File: config.mk
export PLATFORM = sky130hd
export DESIGN_NAME = inertial_integrator
export DESIGN_NICKNAME = d
export VERILOG_FILES = /design/src/rtl/inertial_integrator.sv
export SDC_FILE = /design/constraint.sdc
export NUM_CORES = 1
export LEC_CHECK = 0
export ABC_AREA = 1
export ABC_CLOCK_PERIOD_IN_PS = 5900
export BUFFER_PORTS_ARGS = -buffer_cell sky130_fd_sc_hd__buf_2
export CAP_MARGIN = 20
export CORE_UTILIZATION = 55
export CTS_BUF_LIST = sky130_fd_sc_hd__clkbuf_4
export DETAILED_ROUTE_END_ITERATION = 8
export GPL_TIMING_DRIVEN = 0
export PLACE_DENSITY_LB_ADDON = 0.08
export SLEW_MARGIN = 20
export SYNTH_ARGS = -nofsm -noshare
export SYNTH_HDL_FRONTEND = slang
export SYNTH_SLANG_ARGS = --single-unit
export TNS_END_PERCENT = 5
File: constraint.sdc
create_clock -name clk -period 5.9 [get_ports clk]
set_input_delay 1.18 -clock clk [delete_from_list [all_inputs] [get_ports clk]]
set_output_delay 1.18 -clock clk [all_outputs]
set_load 0.01 [all_outputs]
File: src/rtl/inertial_integrator.sv
// Gyro offset removal, pitch-rate integration and complementary fusion with accelerometer pitch.
// Define INERT_CAL_EN to build the power-up gyro offset calibration; otherwise PTCH_RT_OFFSET is used.
module inertial_integrator #(
    parameter int          CAL_SHIFT      = 4,
    parameter logic [15:0] PTCH_RT_OFFSET = 16'h0050,
    parameter logic [15:0] AZ_OFFSET      = 16'h00A0
) (
    input  logic        clk,
    input  logic        rst_n,
    input  logic        vld_in,
    input  logic [15:0] ptch_rt_raw,
    input  logic [15:0] AZ,
    input  logic        clr,
    output logic [15:0] ptch,
    output logic [15:0] ptch_rt,
    output logic        vld,
    output logic        cal_done
);
    localparam logic [26:0] FUSION_POS = 27'd1024;
    localparam logic [26:0] FUSION_NEG = -27'sd1024;

    logic [26:0] ptch_int_q, ptch_int_d;
    logic [15:0] ptch_rt_q, ptch_rt_d;
    logic        vld_q, vld_d;
    logic        cal_done_q, cal_done_d;
    logic [15:0] offset;
    logic        run;

    logic [16:0] rt_diff;
    logic [15:0] ptch_rt_comp;
    logic [15:0] az_comp;
    logic signed [25:0] acc_prod;
    logic signed [15:0] ptch_acc;
    logic [26:0] fusion;

`ifdef INERT_CAL_EN
    localparam int SUM_W = 16 + CAL_SHIFT;

    typedef enum logic {CAL, RUN} state_t;

    state_t               state_q, state_d;
    logic [SUM_W-1:0]     sum_q, sum_d, sum_next;
    logic [CAL_SHIFT-1:0] cnt_q, cnt_d;
    logic [15:0]          offset_q, offset_d;

    // The last calibration sample is folded into the average on the same edge that enters RUN.
    always_comb begin
        state_d    = state_q;
        sum_d      = sum_q;
        cnt_d      = cnt_q;
        offset_d   = offset_q;
        cal_done_d = cal_done_q;
        sum_next   = sum_q + {{CAL_SHIFT{ptch_rt_raw[15]}}, ptch_rt_raw};
        if (state_q == CAL && vld_in) begin
            sum_d = sum_next;
            cnt_d = cnt_q + CAL_SHIFT'(1);
            if (&cnt_q) begin
                offset_d   = 16'($signed(sum_next) >>> CAL_SHIFT);
                sum_d      = '0;
                cnt_d      = '0;
                state_d    = RUN;
                cal_done_d = 1'b1;
            end
        end
    end

    always_ff @(posedge clk or negedge rst_n) begin
        if (!rst_n) begin
            state_q  <= CAL;
            sum_q    <= '0;
            cnt_q    <= '0;
            offset_q <= '0;
        end else begin
            state_q  <= state_d;
            sum_q    <= sum_d;
            cnt_q    <= cnt_d;
            offset_q <= offset_d;
        end
    end

    assign run    = (state_q == RUN);
    assign offset = offset_q;
`else
    assign run        = 1'b1;
    assign offset     = PTCH_RT_OFFSET;
    assign cal_done_d = 1'b1;
`endif

    // Offset removal saturates rather than wraps so a railed gyro cannot flip sign.
    always_comb begin
        rt_diff = {ptch_rt_raw[15], ptch_rt_raw} - {offset[15], offset};
        if (rt_diff[16] != rt_diff[15]) begin
            ptch_rt_comp = rt_diff[16] ? 16'h8000 : 16'h7FFF;
        end else begin
            ptch_rt_comp = rt_diff[15:0];
        end
        az_comp  = AZ - AZ_OFFSET;
        acc_prod = $signed({{10{az_comp[15]}}, az_comp}) * 26'sd327;
        ptch_acc = 16'(acc_prod >>> 13);
        fusion   = ($signed(ptch_acc) > $signed(ptch)) ? FUSION_POS : FUSION_NEG;
    end

    always_comb begin
        ptch_int_d = ptch_int_q;
        ptch_rt_d  = ptch_rt_q;
        vld_d      = 1'b0;
        if (run && vld_in) begin
            ptch_rt_d  = ptch_rt_comp;
            vld_d      = 1'b1;
            ptch_int_d = ptch_int_q - {{11{ptch_rt_comp[15]}}, ptch_rt_comp} + fusion;
        end
        if (clr) begin
            ptch_int_d = '0;
        end
    end

    always_ff @(posedge clk or negedge rst_n) begin
        if (!rst_n) begin
            ptch_int_q <= '0;
            ptch_rt_q  <= '0;
            vld_q      <= 1'b0;
            cal_done_q <= 1'b0;
        end else begin
            ptch_int_q <= ptch_int_d;
            ptch_rt_q  <= ptch_rt_d;
            vld_q      <= vld_d;
            cal_done_q <= cal_done_d;
        end
    end

    assign ptch     = ptch_int_q[26:11];
    assign ptch_rt  = ptch_rt_q;
    assign vld      = vld_q;
    assign cal_done = cal_done_q;
endmodule
# Word level (Yosys, flattened, before mapping)
# Index checks and enable logic that the tools add are counted.
dict set report classes {
  multipliers 1
  n_reduce_logical 1
  mux 6
  eq_ne 1
  addsub 4
  n_lt_le_gt_ge 1
}
# operator count
set op_table {}
lappend op_table {{$mux 27} 3}
lappend op_table {{$mux 16} 2}
lappend op_table {{$add 27x27->27} 1}
lappend op_table {{$sub 27x27->27} 1}
lappend op_table {{$mul 16x10->26 const B} 1}
lappend op_table {{$sub 16x8->17 const B} 1}
lappend op_table {{$gt 13x16->1} 1}
lappend op_table {{$sub 16x8->16 const B} 1}
lappend op_table {{$reduce_bool 2->1} 1}
lappend op_table {{$mux 1} 1}
lappend op_table {{$ne 1x1->1} 1}
dict set report word_totals {
  register_bits 45
  input_bits 36
  word_cells 18
  output_inout_bits 34
}

# Depth between registers and ports, before layout
# Gate-level depths: netlist (run 1).
dict set report logic_depth {
  ltp_word 7
  ltp_mapped 51
}

# Worst setup path after synthesis (run 1)
# No wires, ideal clock.
dict set report synth_timing {
  path_type {input port to flip-flop}
  from {input AZ[5]}
  to {register ptch_int_q[22]}
  setup_time_ns 0.121
  required_ns 5.779
  path_stages 46
  n_path_buf 0
  setup_slack_ns -3.381
  arrival_time_ns 9.161
  cell_sequence {inv_1 ha_1 inv_1 nand2_1 nand2_4 nor2_8 nand4_2 nand2_4 inv_1 ha_1 ha_1 fa_1 fa_1 inv_1 fa_1 inv_1 ha_1 nand2_1 [... 10 more ...] ha_1 a21oi_1 o21ai_0 a21oi_1 nand3_1 nand3_1 inv_1 fa_1 inv_1 ha_1 a21oi_1 o21ai_0 o21bai_1 nand2_1 nand3_1 or2_1 nand3_1 o21ai_1}
}
dict set report synth_between {
  elab_chain_cells 7
}
# item line
set synth_rtl {}
lappend synth_rtl {{start, declared} 12} ;# input logic [15:0] AZ,
lappend synth_rtl {{$sub 16x8->16} 97} ;# az_comp = AZ - AZ_OFFSET;
lappend synth_rtl {{$mul 16x10->26} 98} ;# acc_prod = $signed({{10{az_comp[15]}}, az_comp}) * 26'sd327;
lappend synth_rtl {{$gt 13x16->1} 100} ;# fusion = ($signed(ptch_acc) > $signed(ptch)) ? FUSION_POS : FUSION_NEG;
lappend synth_rtl {{$mux 27} 100}
lappend synth_rtl {{$add 27x27->27} 110} ;# ptch_int_d = ptch_int_q - {{11{ptch_rt_comp[15]}}, ptch_rt_comp} + fusion;
lappend synth_rtl {{$mux 27} 107} ;# if (run && vld_in) begin
lappend synth_rtl {{$mux 27} 112} ;# if (clr) begin
lappend synth_rtl {{end signal, assigned} 124} ;# ptch_int_q <= ptch_int_d;
lappend synth_rtl {{end, declared} 22} ;# logic [26:0] ptch_int_q, ptch_int_d;
# Every way passes these cells. The select of a mux whose other input is x is not followed.
# A chain may end at the register's enable or synchronous reset.

# Worst setup path after layout (run 1)
dict set report layout_timing {
  from {input AZ[5]}
  to {register ptch_int_q[19]}
}
# The elaborated chain is that of the path after synthesis.

==> flow_summary.json, run 1 <==
{
  "period_minus_slack_ns": 8.37,
  "synthArstFlopShare": 1.00,
  "cts_sinks": 45,
  "whs_ns": 0.505,
  "cts_tree": "built",
  "crit_path_top_delay_cell": "fa_1",
  "ff_latch_area_um2": 1130,
  "antenna_found_initial": 1,
  "finalWorstSetupSlack_ns": -2.47,
  "cp_top_family": "adder cells",
  "grt_max_degree": 46,
  "rsz0062_at_grt": "true",
  "crit_buf_inv": 10,
  "drive_above_1_share": 0.308,
  "fillers": 968,
  "synthCells": 1022,
  "mostFrequentLayoutCells": "inv_1, nand2_1, ha_1",
  "initial_core_util": 0.570,
  "final_antenna_net_count": 0,
  "yosysTopAreaCell": "ha_1",
  "final.setup.tns_ns": -36.87,
  "nets": 1376,
  "pin_count": 70,
  "final_common_cell": "inv_1",
  "avgViaCountPerCell": 5.35,
  "synth_ff_type": "dfrtp_1",
  "fin_skew_ns": 0.0221,
  "clk_latency_ns": 0.41,
  "grt_overflow": 0,
  "synthDominantCellAreaShare": 0.211,
  "chipWidth_um": 120,
  "min_path_type": "register to register",
  "post-dp-hpwl_um": 14200,
  "grt_pass1_vias": 7057,
  "ys_warn_count": 0,
  "groute.usage.overall": 0.284,
  "grt_pass1_wl_um": 32400,
  "cts-root-buf": "clkbuf_4",
  "crit_path_start_kind": "input port",
  "portBuffers": 69,
  "drv_slew": 0,
  "place_area_um2": 8410,
  "fmax_mhz": 119,
  "clk_pin_slew_ns": 0.15,
  "drc": 0,
  "arrival_ns": 8.65,
  "multi_input_area_um2": 6810,
  "finalWirelength_um": 20500,
  "globalplace.congestion": 0.945,
  "dieArea_um2": 14400,
  "critPathRequiredTime_ns": 6.18,
  "synth_area_leaders": "ha_1, fa_1, dfrtp_1, inv_1, nand2_1",
  "slew_headroom": 0.428,
  "final_area_um2": 10000,
  "vias": 7122,
  "crit_fanout": 5,
  "status": "complete, but fails checks",
  "synth_edf_count": 0,
  "ys_seq_area_frac": 0.147,
  "drtIter0Drc": 309,
  "die_y_um": 120,
  "numCtsBuffers": 5,
  "ys_seq_elements": 45,
  "drv_cap": 0,
  "area_growth_pct": 31.3,
  "h-tree-depth": 2,
  "period_share": 1.42,
  "critical_path.max_stage_delay_ns": 0.52,
  "coreArea_um2": 13400,
  "yosysUniqueCellTypes": 45,
  "synthesis.area_um2": 7640,
  "endpoint_kind": "register",
  "clockBufferDepth": 2,
  "finalSetupViolations": 16,
  "critPathKind": "input port to register",
  "num_rows": 42,
  "cp_common_cell": "nand2_4",
  "violations": "setup timing",
  "wl_per_cell_um": 15.4,
  "first_pass_iters": 6,
  "syn_area_per_cell_um2": 7.48,
  "final_util": 0.749,
  "synth_fp_nets": 1244,
  "worst_slew_pin_slew_ns": 0.856,
  "final-hold-violation-count": 0
}
[path summary, 6_finish.rpt]
check | startpoint | to | slack [ns] | cells past startpoint
hold / removal | ptch_rt[10] | ptch_rt[10] | 0.51 | 2
max in group asynchronous | rst_n | ptch_int_q[6] | 4.73 | 1
setup reg to reg | ptch_int_q[21] | ptch_int_q[19] | 2.07 | 21
min in group asynchronous | rst_n | ptch_int_q[9] | 0.76 | 1
hold reg to reg | ptch_rt[10] | ptch_rt[10] | 0.51 | 2
setup / recovery | AZ[5] | ptch_int_q[19] | -2.47 | 49
[flip-flops by register name, indices dropped and copies added, names as in the netlist]
register,flops
ptch_int_q,27
ptch_rt,16
cal_done,1
vld,1
[final cells by class]
class | count | share of cell area
multi-input cells | 744 | 0.679
flip-flops and latches | 45 | 0.112
repair buffers | 124 | 0.0854
inverters | 209 | 0.0799
well taps | 176 | 0.0219
plain buffers | 25 | 0.0160
clock buffers | 5 | 0.00374
clock inverters | 2 | 0.00162
diodes | 1 | 0.000249
[worst register-to-register path, cell delays in order (launching register included)]
cell and delay, ns:
dfrtp_1 0.52, inv_1 0.08, ha_1 0.28, nand2_1 0.06
inv_2 0.06, nand3_2 0.07, nor3_4 0.22, nand2_2 0.12
nand2_2 0.10, nand2_4 0.07, nand3_4 0.16, inv_4 0.08
fa_1 0.52, inv_2 0.05, ha_4 0.33, nand2_8 0.09
nor2_4 0.16, nand2_2 0.08, o21ai_2 0.24, a21oi_2 0.10
xor2_1 0.23, o21ai_1 0.11
[Yosys cell counts (all sizes together) (2+ instances only)]
cell type  number
a21o            9
a21oi          57
a31oi           5
buf            19
clkbuf          6
dfrtp          45
fa             57
ha            129
inv           209
nand2         200
nand3          48
nand3b          4
nand4           9
nor2           72
nor3           14
nor4            2
o21a            2
o21ai          69
o21bai          4
o22ai           7
or2             3
xnor2          17
xor2           26
[stage by stage]
step / setup WS, ns / instances
2_1_floorplan: -2.36 / 1022
3_3_place_gp: -3.47 / 1267
3_5_place_dp: -3.57 / 1267
4_1_cts: -2.16 / 1314
5_1_grt: -2.78 / 1331
6_report: -2.47 / 1331
[kinds of logic (layout without fill, tap and decap cells)]
logic type / after synthesis / after routing / share of synthesized area
AND/OR/NAND/NOR: 355 / 356 / 0.205
AO/OA/AOI/OAI: 158 / 158 / 0.114
flip-flops: 45 / 45 / 0.147
XOR/XNOR: 43 / 43 / 0.0493
buffers and inverters: 234 / 365 / 0.124
adder cells (fa/ha/maj): 186 / 186 / 0.361
other: 1 / 2 / 0.000491
[per-layer routing]
layer / vias up / share of wire / GRT usage
met5: - / 0 / 0
met1: 3335 / 0.41 / 0.335
met4: 0 / 0.042 / 0.112
li1: 3518 / - / -
met3: 64 / 0.037 / 0.0247
met2: 205 / 0.51 / 0.526
[repair_timing]
action,4_1_cts,5_1_grt
cloned,1,0
endpoints found under the setup margin,16,16
pin swaps,95,67
gates resized for setup,156,62
buffers inserted,39,16
hold endpoints to repair,0,0
hold buffers,0,0
Power of run 1 is not shown: default switching activity piles up to over one toggle a cycle in this logic, so the estimate is an artifact.
==> run 2, diff against run 1 <==
PLACE_DENSITY = 0.84   (was not set)
PLACE_DENSITY_LB_ADDON = not set   (was 0.08)
==> run 2 against run 1 <==
The flow still finishes with violations (setup timing); via count is 0.48% higher; die area unchanged; wire length shrank 0.48%; cell count down 0.75%; non-clock buffer count is 9 lower; clock skew shrank 0.0075 ns; core utilization down 2.9 points; global-route usage increased by 1.1 points; hold slack better by 0.0059 ns; critical path depth is 4 lower; register-to-register slack improved by 0.02 ns; sequential share of layout area grew 0.45 points; critical path type unchanged; critical endpoint is now ptch_int_q[20]; highest routed layer unchanged.
==> flow_summary.json, run 2 (synthesized netlist as in run 1, its figures left out) <==
{
  "critical_path.max_stage_delay_ns": 0.53,
  "finalWorstSetupSlack_ns": -2.50,
  "period_minus_slack_ns": 8.40,
  "globalplace.congestion": 0.954,
  "dieArea_um2": 14400,
  "rsz0062_at_grt": "true",
  "instances_no_fill": 1321,
  "portBuffers": 69,
  "wl_per_cell_um": 15.4,
  "finalWirelength_um": 20400,
  "num_rows": 42,
  "numCtsBuffers": 5,
  "endpoint_kind": "register",
  "area_growth_pct": 26.3,
  "grt_pass1_vias": 7530,
  "largest_register": "ptch_int_q",
  "min_path_type": "register to register",
  "period_share": 1.42,
  "final_antenna_net_count": 0,
  "worst_slew_pin_slew_ns": 0.838,
  "drv_slew": 0,
  "drive_above_1_share": 0.273,
  "grt_pass1_wl_um": 33800,
  "pin_count": 70,
  "drtIter0Drc": 394,
  "cts-root-buf": "clkbuf_4",
  "nets": 1367,
  "fin_skew_ns": 0.0145,
  "arrival_ns": 8.66,
  "crit_path_top_delay_cell": "fa_1",
  "largest_register_ffs": 27,
  "antenna_found_initial": 0,
  "vias": 7156,
  "cts_sinks": 45,
  "dpl.cell_count": 1267,
  "clockBufferDepth": 2,
  "post-dp-hpwl_um": 14600,
  "crit_fanout": 7,
  "status": "complete, but fails checks",
  "critPathKind": "input port to register",
  "critPathRequiredTime_ns": 6.16,
  "drv_cap": 0,
  "h-tree-depth": 2,
  "chipWidth_um": 120,
  "coreArea_um2": 13400,
  "final-hold-violation-count": 0,
  "mostFrequentLayoutCells": "inv_1, nand2_1, ha_1",
  "first_pass_iters": 5,
  "crit_path_start_kind": "input port",
  "die_y_um": 120,
  "finalSetupViolations": 16,
  "slew_headroom": 0.440,
  "initial_core_util": 0.570,
  "fmax_mhz": 119,
  "avgViaCountPerCell": 5.42,
  "groute.usage.overall": 0.294,
  "grt_overflow": 0,
  "grt_max_degree": 46,
  "antenna_cells": 0,
  "clk_pin_slew_ns": 0.15,
  "violations": "setup timing",
  "clk_latency_ns": 0.38,
  "cts_tree": "built",
  "r2r_slack_ns": 2.09,
  "final_util": 0.720,
  "drc": 0,
  "final_common_cell": "inv_1"
}
==> run 2: cell count changes in the layout (fill, tap and decap cells not counted), moves of 5 or more <==
cell     delta
buf_4       -5
ha_1        +7
ha_4        -9
inv_1       +5
inv_2       -5
nand2_1     +9
nand2_4     -5
==> run 2: repair_timing <==
action	4_1_cts	5_1_grt
setup endpoints to repair	16	16
resized for setup	145	26
hold buffers	0	0
pin swaps	106	32
gates cloned	1	0
buffers inserted	42	4
==> run 2: area by class of cell <==
class                   count  area, um2
multi-input cells         744       6550
repair buffers            115        739
flip-flops and latches     45       1130
fillers                   969       3750
well taps                 176        220
clock inverters             2       16.3
plain buffers              25        160
clock buffers               5       37.5
inverters                 209        800
==> run 2: final timing paths <==
path / start / to / cells after the start
setup / recovery: AZ[5] / ptch_int_q[20] / 45
hold / removal: ptch_rt[6] / ptch_rt[6] / 2
setup reg to reg: ptch_int_q[22] / ptch_int_q[20] / 22
hold reg to reg: ptch_rt[6] / ptch_rt[6] / 2
max in group asynchronous: rst_n / ptch_rt[5] / 1
min in group asynchronous: rst_n / ptch_rt[14] / 1
==> run 2: metal layers <==
metal	vias up	wire length, um	track usage
met1	3374	8030	0.335
met2	206	10700	0.557
met4	0	889	0.132
met3	70	730	0.0214
met5	-	0	0
li1	3506	-	-
==> run 2: worst max-delay path: cells and delay by family <==
kind            cells  cell delay [ns]
buf+inv            11             0.74
simple gates       18             2.12
xor+xnor            3             0.53
fa+ha+maj          10             3.66
compound gates      3             0.42
==> run 2: per-stage QoR <==
| step | setup slack, ns | area (um2) | hold WS, ns | TNS, ns |
|---|---|---|---|---|
| floorplan | -2.36 | 7840 | 0.459 | -35.53 |
| global placement | -3.40 | 8410 | 0.474 | -51.75 |
| detailed placement | -3.52 | 8410 | 0.479 | -53.21 |
| CTS | -2.24 | 9490 | 0.513 | -34.30 |
| global route | -2.78 | 9650 | 0.541 | -42.40 |
| finish | -2.50 | 9650 | 0.511 | -37.70 |
Power of run 2 is left out for the same reason.
